<file path="config.mk">
export PLATFORM = sky130hd
export DESIGN_NAME = room_sequencer_flat
export DESIGN_NICKNAME = d
export VERILOG_FILES = /design/src/rtl/room_sequencer_if.sv /design/src/rtl/room_sequencer.sv /design/src/flat_wrapper.sv
export SDC_FILE = /design/constraint.sdc
export NUM_CORES = 1
export LEC_CHECK = 0
export ABC_AREA = 0
export BUFFER_PORTS_ARGS = -buffer_cell sky130_fd_sc_hd__buf_4
export CAP_MARGIN = 0
export CELL_PAD_IN_SITES_DETAIL_PLACEMENT = 0
export CELL_PAD_IN_SITES_GLOBAL_PLACEMENT = 1
export CORE_ASPECT_RATIO = 1.4
export CORE_UTILIZATION = 40
export DETAILED_ROUTE_END_ITERATION = 8
export PLACE_DENSITY_LB_ADDON = 0.1
export SYNTH_ARGS = -nofsm -noshare
export SYNTH_HDL_FRONTEND = slang
export SYNTH_SLANG_ARGS = --single-unit
export TNS_END_PERCENT = 100
</file>
<file path="constraint.sdc">
create_clock -name clk_vga -period 7.2 [get_ports clk_vga]
set_input_delay 0.36 -clock clk_vga [delete_from_list [all_inputs] [get_ports clk_vga]]
set_output_delay 0.36 -clock clk_vga [all_outputs]
set_load 0.1 [all_outputs]
</file>
<file path="src/rtl/room_sequencer_if.sv">
// Bundle between room_sequencer and its neighbours: VGA timing and player position in,
// room coordinate, warp command and blanking out.
interface room_sequencer_if;
    logic       VBlank;
    logic [9:0] playerX;
    logic [8:0] playerY;
    logic       has_key;
    logic [3:0] mapX;
    logic [3:0] mapY;
    logic       warp_valid;
    logic [9:0] warp_x;
    logic [8:0] warp_y;
    logic       room_blank;
    logic       busy;

    modport master (
        output VBlank, playerX, playerY, has_key,
        input  mapX, mapY, warp_valid, warp_x, warp_y, room_blank, busy
    );

    modport slave (
        input  VBlank, playerX, playerY, has_key,
        output mapX, mapY, warp_valid, warp_x, warp_y, room_blank, busy
    );
endinterface

</file>
<file path="src/rtl/room_sequencer.sv">
// Room sequencer: once per frame checks the player against the screen edges and moves to
// the neighbouring room. Optional macro GATE_LOCK_EN locks the (1,3)->(1,2) castle gate.
module room_sequencer #(
    parameter int H_RES        = 640,
    parameter int V_RES        = 480,
    parameter int EDGE         = 4,
    parameter int WARP_INSET   = 8,
    parameter int BLANK_FRAMES = 2,
    parameter int START_X      = 3,
    parameter int START_Y      = 4
) (
    input  logic           clk_vga,
    input  logic           reset,
    room_sequencer_if.slave bus
);

    typedef enum logic [2:0] {
        S_IDLE   = 3'd0,
        S_CHECK  = 3'd1,
        S_LOOKUP = 3'd2,
        S_COMMIT = 3'd3,
        S_BLANK  = 3'd4
    } state_t;

    typedef enum logic [2:0] {
        D_NONE   = 3'd0,
        D_TOP    = 3'd1,
        D_BOTTOM = 3'd2,
        D_LEFT   = 3'd3,
        D_RIGHT  = 3'd4
    } dir_t;

    localparam logic [8:0] Y_TOP_LIM    = 9'(EDGE);
    localparam logic [8:0] Y_BOT_LIM    = 9'(V_RES - 1 - EDGE);
    localparam logic [9:0] X_LEFT_LIM   = 10'(EDGE);
    localparam logic [9:0] X_RIGHT_LIM  = 10'(H_RES - 1 - EDGE);
    localparam logic [8:0] WARP_Y_TOP   = 9'(V_RES - 1 - WARP_INSET);
    localparam logic [8:0] WARP_Y_BOT   = 9'(WARP_INSET);
    localparam logic [9:0] WARP_X_LEFT  = 10'(H_RES - 1 - WARP_INSET);
    localparam logic [9:0] WARP_X_RIGHT = 10'(WARP_INSET);
    localparam logic [3:0] FRAMES_INIT  = 4'(BLANK_FRAMES);

    // Rooms that actually exist on the map; anything else behaves as a wall.
    function automatic logic in_room_set(input logic [3:0] x, input logic [3:0] y);
        case ({x, y})
            8'h34, 8'h35, 8'h36, 8'h46, 8'h47, 8'h26, 8'h16,
            8'h24, 8'h25, 8'h15, 8'h14, 8'h13, 8'h12, 8'h11: in_room_set = 1'b1;
            default:                                         in_room_set = 1'b0;
        endcase
    endfunction

    state_t     r_state;
    logic       r_vblank_d;
    logic [3:0] r_map_x;
    logic [3:0] r_map_y;
    logic       r_warp_valid;
    logic [9:0] r_warp_x;
    logic [8:0] r_warp_y;
    logic       r_room_blank;
    logic [3:0] r_frames;

    dir_t       r_dir;
    logic [9:0] r_px;
    logic [8:0] r_py;
    logic [3:0] r_tgt_x;
    logic [3:0] r_tgt_y;

    state_t     w_state_nxt;
    logic [3:0] w_map_x_nxt;
    logic [3:0] w_map_y_nxt;
    logic       w_warp_valid_nxt;
    logic [9:0] w_warp_x_nxt;
    logic [8:0] w_warp_y_nxt;
    logic       w_blank_nxt;
    logic [3:0] w_frames_nxt;

    logic       w_vs_rise;
    dir_t       w_dir;
    logic [4:0] w_tx;
    logic [4:0] w_ty;
    logic       w_gate_ok;
    logic       w_tgt_ok;

    assign w_vs_rise = bus.VBlank & ~r_vblank_d;

    always_comb begin
        w_dir = D_NONE;
        if (bus.playerY < Y_TOP_LIM)
            w_dir = D_TOP;
        else if (bus.playerY > Y_BOT_LIM)
            w_dir = D_BOTTOM;
        else if (bus.playerX < X_LEFT_LIM)
            w_dir = D_LEFT;
        else if (bus.playerX > X_RIGHT_LIM)
            w_dir = D_RIGHT;
    end

    // Bit 4 of the target flags a step past 0 or 15; there is no wrap-around.
    always_comb begin
        w_tx = {1'b0, r_map_x};
        w_ty = {1'b0, r_map_y};
        case (r_dir)
            D_TOP:    w_ty = {1'b0, r_map_y} + 5'd1;
            D_BOTTOM: w_ty = {1'b0, r_map_y} - 5'd1;
            D_LEFT:   w_tx = {1'b0, r_map_x} - 5'd1;
            D_RIGHT:  w_tx = {1'b0, r_map_x} + 5'd1;
            default:  ;
        endcase
    end

`ifdef GATE_LOCK_EN
    assign w_gate_ok = bus.has_key ||
                       !((r_map_x == 4'd1) && (r_map_y == 4'd3) &&
                         (w_tx == 5'd1) && (w_ty == 5'd2));
`else
    logic w_unused_key;
    assign w_unused_key = bus.has_key;
    assign w_gate_ok    = 1'b1;
`endif

    assign w_tgt_ok = ~w_tx[4] & ~w_ty[4] & in_room_set(w_tx[3:0], w_ty[3:0]) & w_gate_ok;

    always_comb begin
        w_state_nxt      = r_state;
        w_map_x_nxt      = r_map_x;
        w_map_y_nxt      = r_map_y;
        w_warp_valid_nxt = 1'b0;
        w_warp_x_nxt     = r_warp_x;
        w_warp_y_nxt     = r_warp_y;
        w_blank_nxt      = r_room_blank;
        w_frames_nxt     = r_frames;
        case (r_state)
            S_IDLE: begin
                if (w_vs_rise)
                    w_state_nxt = S_CHECK;
            end
            S_CHECK: begin
                w_state_nxt = (w_dir == D_NONE) ? S_IDLE : S_LOOKUP;
            end
            S_LOOKUP: begin
                w_state_nxt = w_tgt_ok ? S_COMMIT : S_IDLE;
            end
            S_COMMIT: begin
                w_map_x_nxt      = r_tgt_x;
                w_map_y_nxt      = r_tgt_y;
                w_warp_valid_nxt = 1'b1;
                w_blank_nxt      = 1'b1;
                w_frames_nxt     = FRAMES_INIT;
                w_state_nxt      = S_BLANK;
                case (r_dir)
                    D_TOP: begin
                        w_warp_x_nxt = r_px;
                        w_warp_y_nxt = WARP_Y_TOP;
                    end
                    D_BOTTOM: begin
                        w_warp_x_nxt = r_px;
                        w_warp_y_nxt = WARP_Y_BOT;
                    end
                    D_LEFT: begin
                        w_warp_x_nxt = WARP_X_LEFT;
                        w_warp_y_nxt = r_py;
                    end
                    default: begin
                        w_warp_x_nxt = WARP_X_RIGHT;
                        w_warp_y_nxt = r_py;
                    end
                endcase
            end
            S_BLANK: begin
                // The frame edge that ends blanking is consumed, not evaluated.
                if (w_vs_rise) begin
                    w_frames_nxt = r_frames - 4'd1;
                    if (r_frames <= 4'd1) begin
                        w_blank_nxt = 1'b0;
                        w_state_nxt = S_IDLE;
                    end
                end
            end
            default: begin
                w_state_nxt = S_IDLE;
            end
        endcase
    end

    always_ff @(posedge clk_vga or negedge reset) begin
        if (!reset) begin
            r_state      <= S_IDLE;
            r_vblank_d   <= 1'b0;
            r_map_x      <= 4'(START_X);
            r_map_y      <= 4'(START_Y);
            r_warp_valid <= 1'b0;
            r_warp_x     <= '0;
            r_warp_y     <= '0;
            r_room_blank <= 1'b0;
            r_frames     <= '0;
        end else begin
            r_state      <= w_state_nxt;
            r_vblank_d   <= bus.VBlank;
            r_map_x      <= w_map_x_nxt;
            r_map_y      <= w_map_y_nxt;
            r_warp_valid <= w_warp_valid_nxt;
            r_warp_x     <= w_warp_x_nxt;
            r_warp_y     <= w_warp_y_nxt;
            r_room_blank <= w_blank_nxt;
            r_frames     <= w_frames_nxt;
        end
    end

    // Position/direction snapshot and target are pure data; every use is gated by state.
    always_ff @(posedge clk_vga) begin
        if (r_state == S_CHECK) begin
            r_px  <= bus.playerX;
            r_py  <= bus.playerY;
            r_dir <= w_dir;
        end
        if (r_state == S_LOOKUP) begin
            r_tgt_x <= w_tx[3:0];
            r_tgt_y <= w_ty[3:0];
        end
    end

    assign bus.mapX       = r_map_x;
    assign bus.mapY       = r_map_y;
    assign bus.warp_valid = r_warp_valid;
    assign bus.warp_x     = r_warp_x;
    assign bus.warp_y     = r_warp_y;
    assign bus.room_blank = r_room_blank;
    assign bus.busy       = (r_state != S_IDLE);

endmodule

</file>
<file path="src/flat_wrapper.sv">
// flat-port wrapper written by rule: the top's interface ports become plain ports
module room_sequencer_flat 
#(
    parameter int H_RES        = 640,
    parameter int V_RES        = 480,
    parameter int EDGE         = 4,
    parameter int WARP_INSET   = 8,
    parameter int BLANK_FRAMES = 2,
    parameter int START_X      = 3,
    parameter int START_Y      = 4
)
  (clk_vga, reset, bus_VBlank, bus_playerX, bus_playerY, bus_has_key, bus_mapX, bus_mapY, bus_warp_valid, bus_warp_x, bus_warp_y, bus_room_blank, bus_busy);
  room_sequencer_if bus_i ();
  input  logic clk_vga;
  input  logic reset;
  input wire logic [$bits(bus_i.VBlank)-1:0] bus_VBlank;
  input wire logic [$bits(bus_i.playerX)-1:0] bus_playerX;
  input wire logic [$bits(bus_i.playerY)-1:0] bus_playerY;
  input wire logic [$bits(bus_i.has_key)-1:0] bus_has_key;
  output wire logic [$bits(bus_i.mapX)-1:0] bus_mapX;
  output wire logic [$bits(bus_i.mapY)-1:0] bus_mapY;
  output wire logic [$bits(bus_i.warp_valid)-1:0] bus_warp_valid;
  output wire logic [$bits(bus_i.warp_x)-1:0] bus_warp_x;
  output wire logic [$bits(bus_i.warp_y)-1:0] bus_warp_y;
  output wire logic [$bits(bus_i.room_blank)-1:0] bus_room_blank;
  output wire logic [$bits(bus_i.busy)-1:0] bus_busy;
  assign bus_i.VBlank = bus_VBlank;
  assign bus_i.playerX = bus_playerX;
  assign bus_i.playerY = bus_playerY;
  assign bus_i.has_key = bus_has_key;
  assign bus_mapX = bus_i.mapX;
  assign bus_mapY = bus_i.mapY;
  assign bus_warp_valid = bus_i.warp_valid;
  assign bus_warp_x = bus_i.warp_x;
  assign bus_warp_y = bus_i.warp_y;
  assign bus_room_blank = bus_i.room_blank;
  assign bus_busy = bus_i.busy;
  room_sequencer #(.H_RES(H_RES), .V_RES(V_RES), .EDGE(EDGE), .WARP_INSET(WARP_INSET), .BLANK_FRAMES(BLANK_FRAMES), .START_X(START_X), .START_Y(START_Y)) u_core (.clk_vga(clk_vga), .reset(reset), .bus(bus_i));
endmodule
</file>
==> metrics.md, run 1 <==
| Metric | Value |
|---|---|
| Seq cells post-synth | `67` |
| H-Tree Level Count | `3` |
| Routed Antenna Nets | `0` |
| Family with the most delay on the worst path | `simple AND/OR/NAND/NOR gates` |
| Worst-path maximum fanout | `15` |
| Post-synthesis cell count | `307` |
| Routed WL | `6.864 mm` |
| Number of I/O port buffers | `51` |
| Die Wd | `78.88 um` |
| Sinks on the clock net | `67` |
| First-pass GRT wire length | `11.57 mm` |
| Final nets | `393` |
| CTS buffer count | `9` |
| Max Clock Freq | `335.2 MHz` |
| Die Ht | `109.6 um` |
| Core Rows | `38` |
| Wire per inst | `14.76 um` |
| Area growth syn-to-layout | `21.06%` |
| Worst Path Required | `7.43 ns` |
| Share of layout cells above drive strength 1 | `23.84%` |
| GPL Wtd Cong | `0.8099` |
| Vias per inst | `5.204` |
| Clock Skew | `0.01001 ns` |
| Fin crit period | `2.983 ns` |
| Maximum clock path buffer count | `2` |
| Worst-path clk slew | `0.08 ns` |
| Root buffer cell | `clkbuf_8` |
| Core area | `7893 um^2` |
| Initial antenna violation count | `0` |
| Synth warnings | `0` |
| Routed via count | `2,420` |
| Fin crit share | `41.44%` |
| CTS tree | `built` |
| Pin count of the biggest net entering global routing | `39` |
| Post-synth EDFFs | `30` |
| Reg area | `1831 um^2` |
| Initial core utilization | `41.93%` |
| Worst setup SP type | `flip-flop` |
| DRT Pass-1 Iters | `4` |
| Relative slew slack | `26.39%` |
| Setup TNS | `0 ns` |
| Final hold vios | `0` |
| GRT overflow | `0` |
| FFs w/ async S/R, synth | `55.22%` |
| Worst-path cell chain | `or2_2 -> nor2_1 -> ha_1 -> xor2_1 -> mux2_4 -> and3_1 -> o31ai_2 -> o21ai_1` |
| DP Worst Slack | `4.205 ns` |
| Outcome | `finished, final reports clean` |
| Sequential share of the synthesized area | `55.31%` |
| Die Area | `8647 um^2` |
| Cell at the slowest stage of the critical path | `edfxtp_1` |
| Max Cap Viol | `0` |
| Vias in the first global route | `2,341` |
| Avg Cell Area, Syn | `10.78 um^2` |
| Critical Path Max Stage Delay | `0.62 ns` |
| 1st-iter DRT viols | `112` |
| Crit Path Class | `flip-flop to flip-flop` |
| Cell Area, Synth | `3309 um^2` |
| Worst setup EP type | `flip-flop` |
| DRC Markers | `0` |
| Buf+Inv Stages, Crit Path | `0` |
| Ports | `53` |
| Commonest register cell after synthesis | `dfrtp_1` |
| Worst slew pin tran | `1.103 ns` |
| Max Slew Vio Count | `0` |
| Clk Latency, worst-skew pair | `0.35 ns` |
| Setup WS post-layout | `4.217 ns` |
| Cts repair resizes | `0` |
| Placed cell areas | `3774 um^2` |
| Worst min path class | `input port to flip-flop` |
| Final setup viols | `0` |
| Multi-input gate area | `1368 um^2` |
| # Post-CTS Setup Buffers | `0` |
| Finished layout cell area | `4006 um^2` |
| Syn Nets | `340` |
| CP Data Arrival Time | `3.21 ns` |
| Post-synth cell types | `58` |
| Ant diodes | `0` |
| DP HPWL | `4.685 mm` |
| Fill cells | `756` |
| RSZ-0062 raised after global routing | `no` |
| Tot GR Track Use | `17.88%` |
placed cells by master (no fill, tap or decap), types with 3 or more instances in the layout:
| cell | netlist | final |
|---|---|---|
| nand2_1 | 61 | 61 |
| buf_4 | 0 | 54 |
| dfrtp_1 | 34 | 34 |
| edfxtp_1 | 30 | 30 |
| o21ai_0 | 27 | 27 |
| nor2_1 | 14 | 13 |
| nand3_1 | 11 | 11 |
| clkbuf_8 | 0 | 11 |
| inv_1 | 10 | 10 |
| a21oi_1 | 8 | 8 |
| maj3_1 | 8 | 8 |
| ha_1 | 8 | 8 |
| a22o_1 | 7 | 7 |
| nor2b_1 | 6 | 6 |
| xor2_1 | 5 | 5 |
| nand4_1 | 4 | 4 |
| nor4_1 | 4 | 4 |
| o2111ai_1 | 3 | 3 |
| and3_1 | 3 | 3 |
| dfstp_2 | 3 | 3 |
synth_stat cells, types with 3 or more instances:
| master | number | area share (%) |
|---|---|---|
| buf_2 | 4 | 0.60 |
| and3_1 | 3 | 0.57 |
| o2111ai_1 | 3 | 0.79 |
| dfrtp_1 | 34 | 26 |
| edfxtp_1 | 30 | 27 |
| nand2_1 | 61 | 6.9 |
| dfstp_2 | 3 | 2.4 |
| a21oi_1 | 8 | 1.2 |
| a22o_1 | 7 | 1.9 |
| o21ai_0 | 27 | 4.1 |
| nor2b_1 | 6 | 1.1 |
| nor2_1 | 14 | 1.6 |
| nand3_1 | 11 | 1.7 |
| nor4_1 | 4 | 0.76 |
| inv_1 | 10 | 1.1 |
| xor2_1 | 5 | 1.3 |
| nand4_1 | 4 | 0.76 |
| clkbuf_1 | 5 | 0.57 |
| ha_1 | 8 | 3.0 |
| maj3_1 | 8 | 2.4 |
what timing repair did:
item | CTS | global route
endpoints found under the setup margin | 0 | 0
hold buffers | 1 | 0
endpoints found under the hold margin | 34 | 0
worst reg2reg max path, cell delays in order, from the launching register on:
cell and delay [ns]:
edfxtp_1 0.62, or2_2 0.46, nor2_1 0.33, ha_1 0.35, xor2_1 0.19, mux2_4 0.28
and3_1 0.19, o31ai_2 0.33, o21ai_1 0.11
worst paths after layout:
check	startpoint	end	slack [ns]	cells past startpoint
max in group asynchronous	reset	u_core.bus.mapX[0]	6.33	2
setup / recovery	u_core.r_dir[2]	u_core.r_state[1]	4.22	8
setup reg to reg	u_core.r_dir[2]	u_core.r_state[1]	4.22	8
hold / removal	bus_VBlank	u_core.r_vblank_d	0.12	1
hold reg to reg	u_core.r_tgt_x[2]	u_core.bus.mapX[2]	0.44	2
min in group asynchronous	reset	u_core.bus.warp_valid	0.50	2
logic make-up (layout without fill, tap and decap cells):
logic type / after synthesis / after routing / synth area share, %
fa+ha+maj: 18 / 18 / 6.654
flops: 67 / 67 / 55.31
simple gates: 121 / 121 / 17.73
mux: 3 / 3 / 1.210
xor+xnor: 8 / 8 / 2.684
buf+inv: 25 / 83 / 3.441
compound gates: 65 / 65 / 12.97
routing by layer:
| layer | share of wire (%) | routed length [um] | vias to the layer above | GRT usage (%) |
|---|---|---|---|---|
| met2 | 51 | 3485 | 45 | 30.25 |
| met3 | 3.0 | 203 | 13 | 2.905 |
| met1 | 44 | 3028 | 1159 | 22.09 |
| met5 | 0 | 0 | - | 0 |
| met4 | 2.1 | 146 | 0 | 8.961 |
| li1 | - | - | 1203 | - |
sequential cells by signal, indices dropped and copies added, names as in the netlist, 3 cells and up:
signal / flops
u_core.bus.warp_x: 10
u_core.r_px: 10
u_core.bus.warp_y: 9
u_core.r_py: 9
u_core.bus.mapX: 4
u_core.bus.mapY: 4
u_core.r_frames: 4
u_core.r_tgt_x: 4
u_core.r_tgt_y: 4
u_core.r_dir: 3
u_core.r_state: 3
final cells by class:
type                       count  share of cell area (%)
clock inverter                 3                  0.5309
clock buffer                  13                   5.028
inverter                      12                   1.124
timing repair buffer          55                   10.37
multi-input combinational    215                   34.13
sequential                    67                   45.69
tap                          100                   3.123
per-stage QoR:
| stage | utilization (%) | std cells | hold WS (ns) |
|---|---|---|---|
| final | 50.76 | 465 | 0.1193 |
| after global routing | 50.76 | 465 | 0.1109 |
| after CTS | 50.76 | 465 | 0.1070 |
| after detailed placement | 47.81 | 448 | 0.3598 |
| after global placement | 47.81 | 448 | 0.3616 |
| after floorplan | - | 307 | 0.06441 |
Power of run 1 is not shown: default switching activity piles up to over one toggle a cycle in this logic, so the estimate is an artifact.
==> inputs of run 2 (changes only) <==
==> constraint.sdc (replaced) <==
create_clock -name clk_vga -period 2.5 [get_ports clk_vga]
set_input_delay 0.125 -clock clk_vga [delete_from_list [all_inputs] [get_ports clk_vga]]
set_output_delay 0.125 -clock clk_vga [all_outputs]
set_load 0.1 [all_outputs]
==> metrics.md, run 2 (synthesis results as in run 1) <==
| Metric | Value |
|---|---|
| Outcome | `finished, final reports clean` |
| Die Ht | `109.6 um (unchanged)` |
| DP HPWL | `5.173 mm (+10%)` |
| CTS tree | `built` |
| Routed Antenna Nets | `0 (unchanged)` |
| Ports | `53 (unchanged)` |
| Clk Latency, worst-skew pair | `0.34 ns (about the same)` |
| Highest-count cells in the layout ignoring fill and taps | `69 x buf_4, 61 x nand2_1, 34 x dfrtp_1` |
| Cell Int Power | `3.036 mW` |
| Wire per inst | `14.69 um (-0.50%)` |
| Worst Path Required | `2.72 ns (-4.71 ns)` |
| Relative slew slack | `62.21% (+36 points)` |
| Number of I/O port buffers | `51 (unchanged)` |
| Routed via count | `2,542 (+5.0%)` |
| Share of layout cells above drive strength 1 | `27.25% (+3.4 points)` |
| Max Cap Viol | `0 (unchanged)` |
| Worst setup SP type | `flip-flop` |
| Inst Count DP | `459 (+2.5%)` |
| Die Wd | `78.88 um (unchanged)` |
| Initial antenna violation count | `0 (unchanged)` |
| Root buffer cell | `clkbuf_8` |
| Final hold vios | `0 (unchanged)` |
| Setup WS post-layout | `0.07945 ns (-4.137 ns)` |
| Sequential share of power | `29.5%` |
| Final nets | `428 (+8.9%)` |
| DRT Pass-1 Iters | `4 (unchanged)` |
| Crit Path Class | `flip-flop to flip-flop` |
| Initial core utilization | `41.93% (unchanged)` |
| Routed WL | `7.344 mm (+7.0%)` |
| Pwr dens | `1374 nW/um^2` |
| 1st-iter DRT viols | `130 (+16%)` |
| Fin crit share | `96.82% (+55 points)` |
| CP Data Arrival Time | `2.64 ns (-0.57 ns)` |
| DP Worst Slack | `0.06230 ns (-4.143 ns)` |
| Tot GR Track Use | `18.70% (+0.82 points)` |
| Worst-path maximum fanout | `4 (-11)` |
| GRT overflow | `0 (unchanged)` |
| Clock Skew | `0.006148 ns (-0.003859 ns)` |
| CTS buffer count | `9 (unchanged)` |
| Layout Cells excl Fill | `500 (+7.5%)` |
| Combinational power share | `53.8%` |
| Pin count of the biggest net entering global routing | `38 (-2.6%)` |
| DRC Markers | `0 (unchanged)` |
| Commonest non-fill, non-tap cell in the layout | `buf_4` |
| Die Area | `8647 um^2 (unchanged)` |
| Max Clock Freq | `413.1 MHz (+23%)` |
| Reg2Reg Depth | `9 (+1)` |
| Worst-path clk slew | `0.08 ns (about the same)` |
| Area growth syn-to-layout | `32.48%` |
| NetSw | `2.988 mW` |
| Max Slew Vio Count | `0 (unchanged)` |
| Worst hold margin | `0.2839 ns (+0.1646 ns)` |
| First-pass GRT wire length | `12.05 mm (+4.2%)` |
| Worst slew pin tran | `0.5648 ns (-0.5381 ns)` |
| Vias in the first global route | `2,536 (+8.3%)` |
| GPL Wtd Cong | `0.8112 (+0.16%)` |
| Worst min path class | `input port to async pin` |
| Maximum clock path buffer count | `2 (unchanged)` |
| Fin crit period | `2.421 ns (-0.5628 ns)` |
| Final setup viols | `0 (unchanged)` |
| Worst VDD drop | `727.0 uV` |
| Ant diodes | `0 (unchanged)` |
| Sw frac | `49.60%` |
| Power Total | `6.024 mW` |
| Sinks on the clock net | `67 (unchanged)` |
| Vias per inst | `5.084 (-2.3%)` |
| Clock Power Share | `16.7%` |
| Worst setup EP type | `flip-flop` |
| Leakage power | `1.932 nW` |
| H-Tree Level Count | `3 (unchanged)` |
| Core Rows | `38 (unchanged)` |
| Core area | `7893 um^2 (unchanged)` |
-- run 2: cell types whose count changed in the layout (fill, tap and decap cells not counted), moves of 2 or more --
cell	delta
dlygate4sd3_1	+20
buf_4	+15
ha_4	+2
ha_1	-2
-- run 2: through the flow --
stage	setup TNS, ns	instance area (um^2)	utilization, %
2_1_floorplan	0	3342	-
3_3_place_gp	0	3879	49.14
3_5_place_dp	0	3879	49.14
4_1_cts	0	4318	54.71
5_1_grt	-0.03810	4384	55.55
6_report	0	4384	55.55
-- run 2: routing by layer --
layer  vias to the layer above  global-route usage, %  share of wire [%]
li1                       1280                      -                  -
met1                      1220                  20.92                 41
met2                        36                  34.04                 55
met3                         6                  4.315                2.3
met4                         0                  7.662                1.2
met5                         -                      0                  0
-- run 2: worst max-delay path: stages, from the launching register on --
cell	delay, ns
edfxtp_1	0.46
buf_4	0.18
inv_2	0.09
nor2_4	0.07
fa_1	0.45
xor2_1	0.22
mux2_4	0.30
and3_1	0.21
o31ai_4	0.24
o21ai_1	0.08
-- run 2: path summary, 6_finish.rpt --
check                      slack [ns]               from                 end
max reg2reg                      0.08    u_core.r_dir[1]   u_core.r_state[1]
max in group asynchronous        1.86              reset  u_core.bus.mapX[0]
max                              0.08    u_core.r_dir[1]   u_core.r_state[1]
min                              0.28              reset  u_core.r_frames[2]
min reg2reg                      0.44  u_core.r_tgt_y[1]  u_core.bus.mapY[1]
min in group clk_vga             0.44  u_core.r_tgt_y[1]  u_core.bus.mapY[1]
-- run 2: what timing repair did --
item,CTS,global route
gates resized for setup,0,9
endpoints found under the setup margin,0,2
hold endpoints to repair,54,0
hold buffers,21,0
setup buffers,0,4
-- run 2: area by class of cell --
cell class / instances / area [um^2]
tap: 100 / 125.1
timing repair buffer: 90 / 728.2
fill: 741 / 3508
inverter: 12 / 47.55
multi-input combinational: 215 / 1424
clock buffer: 12 / 176.4
clock inverter: 4 / 52.55
sequential: 67 / 1831
-- run 2: power by group through the flow --
stage	Clock (mW)	Sequential, mW	Combinational, mW
2_1_floorplan	0	3.14	1.07
3_3_place_gp	0	1.80	3.10
3_5_place_dp	0	1.80	3.13
4_1_cts	1.03	1.78	3.16
5_1_grt	1.08	1.82	3.45
6_report	1.01	1.78	3.24
(Power assumes the default switching activity.)
==> inputs of run 3 (changes only) <==
--- a/config.mk
+++ b/config.mk
@@ -14,6 +14,7 @@
 export CORE_UTILIZATION = 40
 export DETAILED_ROUTE_END_ITERATION = 8
 export PLACE_DENSITY_LB_ADDON = 0.1
+export SETUP_SLACK_MARGIN = 0.1
 export SYNTH_ARGS = -nofsm -noshare
 export SYNTH_HDL_FRONTEND = slang
 export SYNTH_SLANG_ARGS = --single-unit
==> metrics.md, run 3 (synthesis results as in run 1) <==
| Metric | Value |
|---|---|
| Outcome | `finished, final reports clean` |
| Initial antenna violation count | `0 (unchanged)` |
| Crit Path Class | `flip-flop to flip-flop` |
| Sequential share of power | `29.5% (about the same)` |
| Share of layout cells above drive strength 1 | `29.60% (+2.4 points)` |
| Fin crit share | `93.18% (-3.6 points)` |
| Routed WL | `7.598 mm (+3.5%)` |
| Reg2Reg Depth | `9 (unchanged)` |
| Initial core utilization | `41.93% (unchanged)` |
| Critical Path Sink | `u_core.r_state[1]` |
| Vias per inst | `5.088 (about the same)` |
| Ports | `53 (unchanged)` |
| Combinational power share | `54.2% (+0.4 points)` |
| NetSw | `3.020 mW (+1.1%)` |
| Relative slew slack | `64.17% (+2.0 points)` |
| Fill cells | `732 (-1.2%)` |
| Leakage power | `1.951 nW (+0.95%)` |
| Crit path launch | `u_core.r_dir[0]` |
| DP HPWL | `5.092 mm (-1.6%)` |
| Area growth syn-to-layout | `33.99%` |
| Worst Path Required | `2.71 ns (about the same)` |
| Root buffer cell | `clkbuf_8` |
| Wire per inst | `15.14 um (+3.0%)` |
| RSZ-0062 raised after global routing | `yes` |
| Commonest non-fill, non-tap cell in the layout | `buf_4` |
| Worst setup SP type | `flip-flop` |
| Reg area | `1833 um^2 (+0.14%)` |
| DP Worst Slack | `0.06769 ns (+0.005394 ns)` |
| Die Ht | `109.6 um (unchanged)` |
| Worst setup EP type | `flip-flop` |
| Setup WS post-layout | `0.1706 ns (+0.09111 ns)` |
| Final hold vios | `0 (unchanged)` |
| CTS tree | `built` |
| Clock Skew | `0.009509 ns (+0.003361 ns)` |
| Maximum clock path buffer count | `2 (unchanged)` |
| DRC Markers | `0 (unchanged)` |
| Core Util, Final | `56.18% (+0.63 points)` |
| Pin count of the biggest net entering global routing | `38 (unchanged)` |
| GRT overflow | `0 (unchanged)` |
| Multi-input gate area | `1461 um^2 (+2.6%)` |
| First-pass GRT wire length | `12.40 mm (+2.9%)` |
| Cell Int Power | `3.076 mW (+1.3%)` |
| CTS buffer count | `9 (unchanged)` |
| GPL Wtd Cong | `0.8028 (-1.0%)` |
| Pwr dens | `1375 nW/um^2 (about the same)` |
| Worst hold margin | `0.2858 ns (+0.001871 ns)` |
| Die Area | `8647 um^2 (unchanged)` |
| Tot GR Track Use | `19.11% (+0.40 points)` |
| Routed Antenna Nets | `0 (unchanged)` |
| Highest-count cells in the layout ignoring fill and taps | `71 x buf_4, 61 x nand2_1, 32 x dfrtp_1` |
| Number of I/O port buffers | `51 (unchanged)` |
| Max Slew Vio Count | `0 (unchanged)` |
| CP Data Arrival Time | `2.54 ns (-0.10 ns)` |
| Reg2reg start | `u_core.r_dir[0]` |
| Worst slew pin tran | `0.5355 ns (-0.02924 ns)` |
| H-Tree Level Count | `3 (unchanged)` |
| Max Clock Freq | `429.3 MHz (+3.9%)` |
| Sw frac | `49.54% (-0.065 points)` |
| Worst VDD drop | `931.3 uV (+28%)` |
| Clock Power Share | `16.3% (-0.4 points)` |
| Clk Latency, worst-skew pair | `0.34 ns (about the same)` |
| Flop2flop setup slack | `0.17 ns (+0.09 ns)` |
| DRT Pass-1 Iters | `4 (unchanged)` |
| Worst-path clk slew | `0.07 ns (about the same)` |
| Vias in the first global route | `2,614 (+3.1%)` |
| Sinks on the clock net | `67 (unchanged)` |
| Core area | `7893 um^2 (unchanged)` |
| Setup TNS | `0 ns (unchanged)` |
| Final nets | `430 (+0.47%)` |
| Power Total | `6.095 mW (+1.2%)` |
| Worst min path class | `input port to async pin` |
| Die Wd | `78.88 um (unchanged)` |
| Max Cap Viol | `0 (unchanged)` |
| Fin crit period | `2.329 ns (-0.09111 ns)` |
| 1st-iter DRT viols | `99 (-24%)` |
| Ant diodes | `0 (unchanged)` |
| Routed via count | `2,554 (+0.47%)` |
| Worst r2r dst | `u_core.r_state[1]` |
| Final setup viols | `0 (unchanged)` |
| Worst-path maximum fanout | `8 (+4)` |
| Core Rows | `38 (unchanged)` |
==> run 3: repair_timing <==
action | in CTS | in global routing
setup endpoints to repair | 2 | 2
resized for setup | 2 | 12
setup buffers | 2 | 4
pin swaps | 0 | 6
hold buffers | 21 | 0
endpoints found under the hold margin | 54 | 0
cloned | 0 | 0
==> run 3: worst min-delay path by stage <==
stage / from / endpoint / slack, ns / cells after the start
finish: reset / u_core.bus.warp_valid / 0.29 / 2
global route: reset / u_core.bus.warp_valid / 0.32 / 2
CTS: reset / u_core.r_frames[0] / 0.31 / 2
detailed placement: reset / u_core.bus.warp_valid / 0.14 / 1
global placement: reset / u_core.r_frames[0] / 0.13 / 1
floorplan: reset / u_core.bus.mapX[2] / -0.17 / 0
==> run 3: power groups by stage <==
stage	Clock, mW	Sequential [mW]	Combinational [mW]
2_1_floorplan	0	3.15	1.09
3_3_place_gp	0	1.81	3.11
3_5_place_dp	0	1.81	3.14
4_1_cts	1.03	1.80	3.21
5_1_grt	1.07	1.84	3.51
6_report	0.995	1.80	3.30
==> run 3: final cells by class <==
class | count | share of cell area, %
clock buffer | 13 | 4.063
clock inverter | 3 | 0.9876
inverter | 12 | 1.072
multi-input combinational | 215 | 32.96
sequential | 67 | 41.34
tap | 100 | 2.822
timing repair buffer | 92 | 16.76
==> run 3: routing by layer <==
layer	global-route usage (%)	up-vias	wire, um
li1	-	1273	-
met1	20.97	1231	3136
met2	35.59	43	4164
met5	0	-	0
met3	5.062	7	218
met4	6.104	0	77
==> run 3: metrics by stage <==
step	area, um^2	std cells
after floorplan	3364	307
after global placement	3895	459
after detailed placement	3895	459
final	4434	502
after global routing	4434	502
after CTS	4360	498
==> run 3: worst max-delay path, cell delays in order (launching register included) <==
cell and delay, ns:
edfxtp_1 0.45, nor3b_4 0.31, inv_4 0.10, fa_2 0.55, nor3b_2 0.05, o21ai_1 0.16, o221ai_2 0.14, a32o_1 0.25
nand3b_1 0.12, o21ai_1 0.07
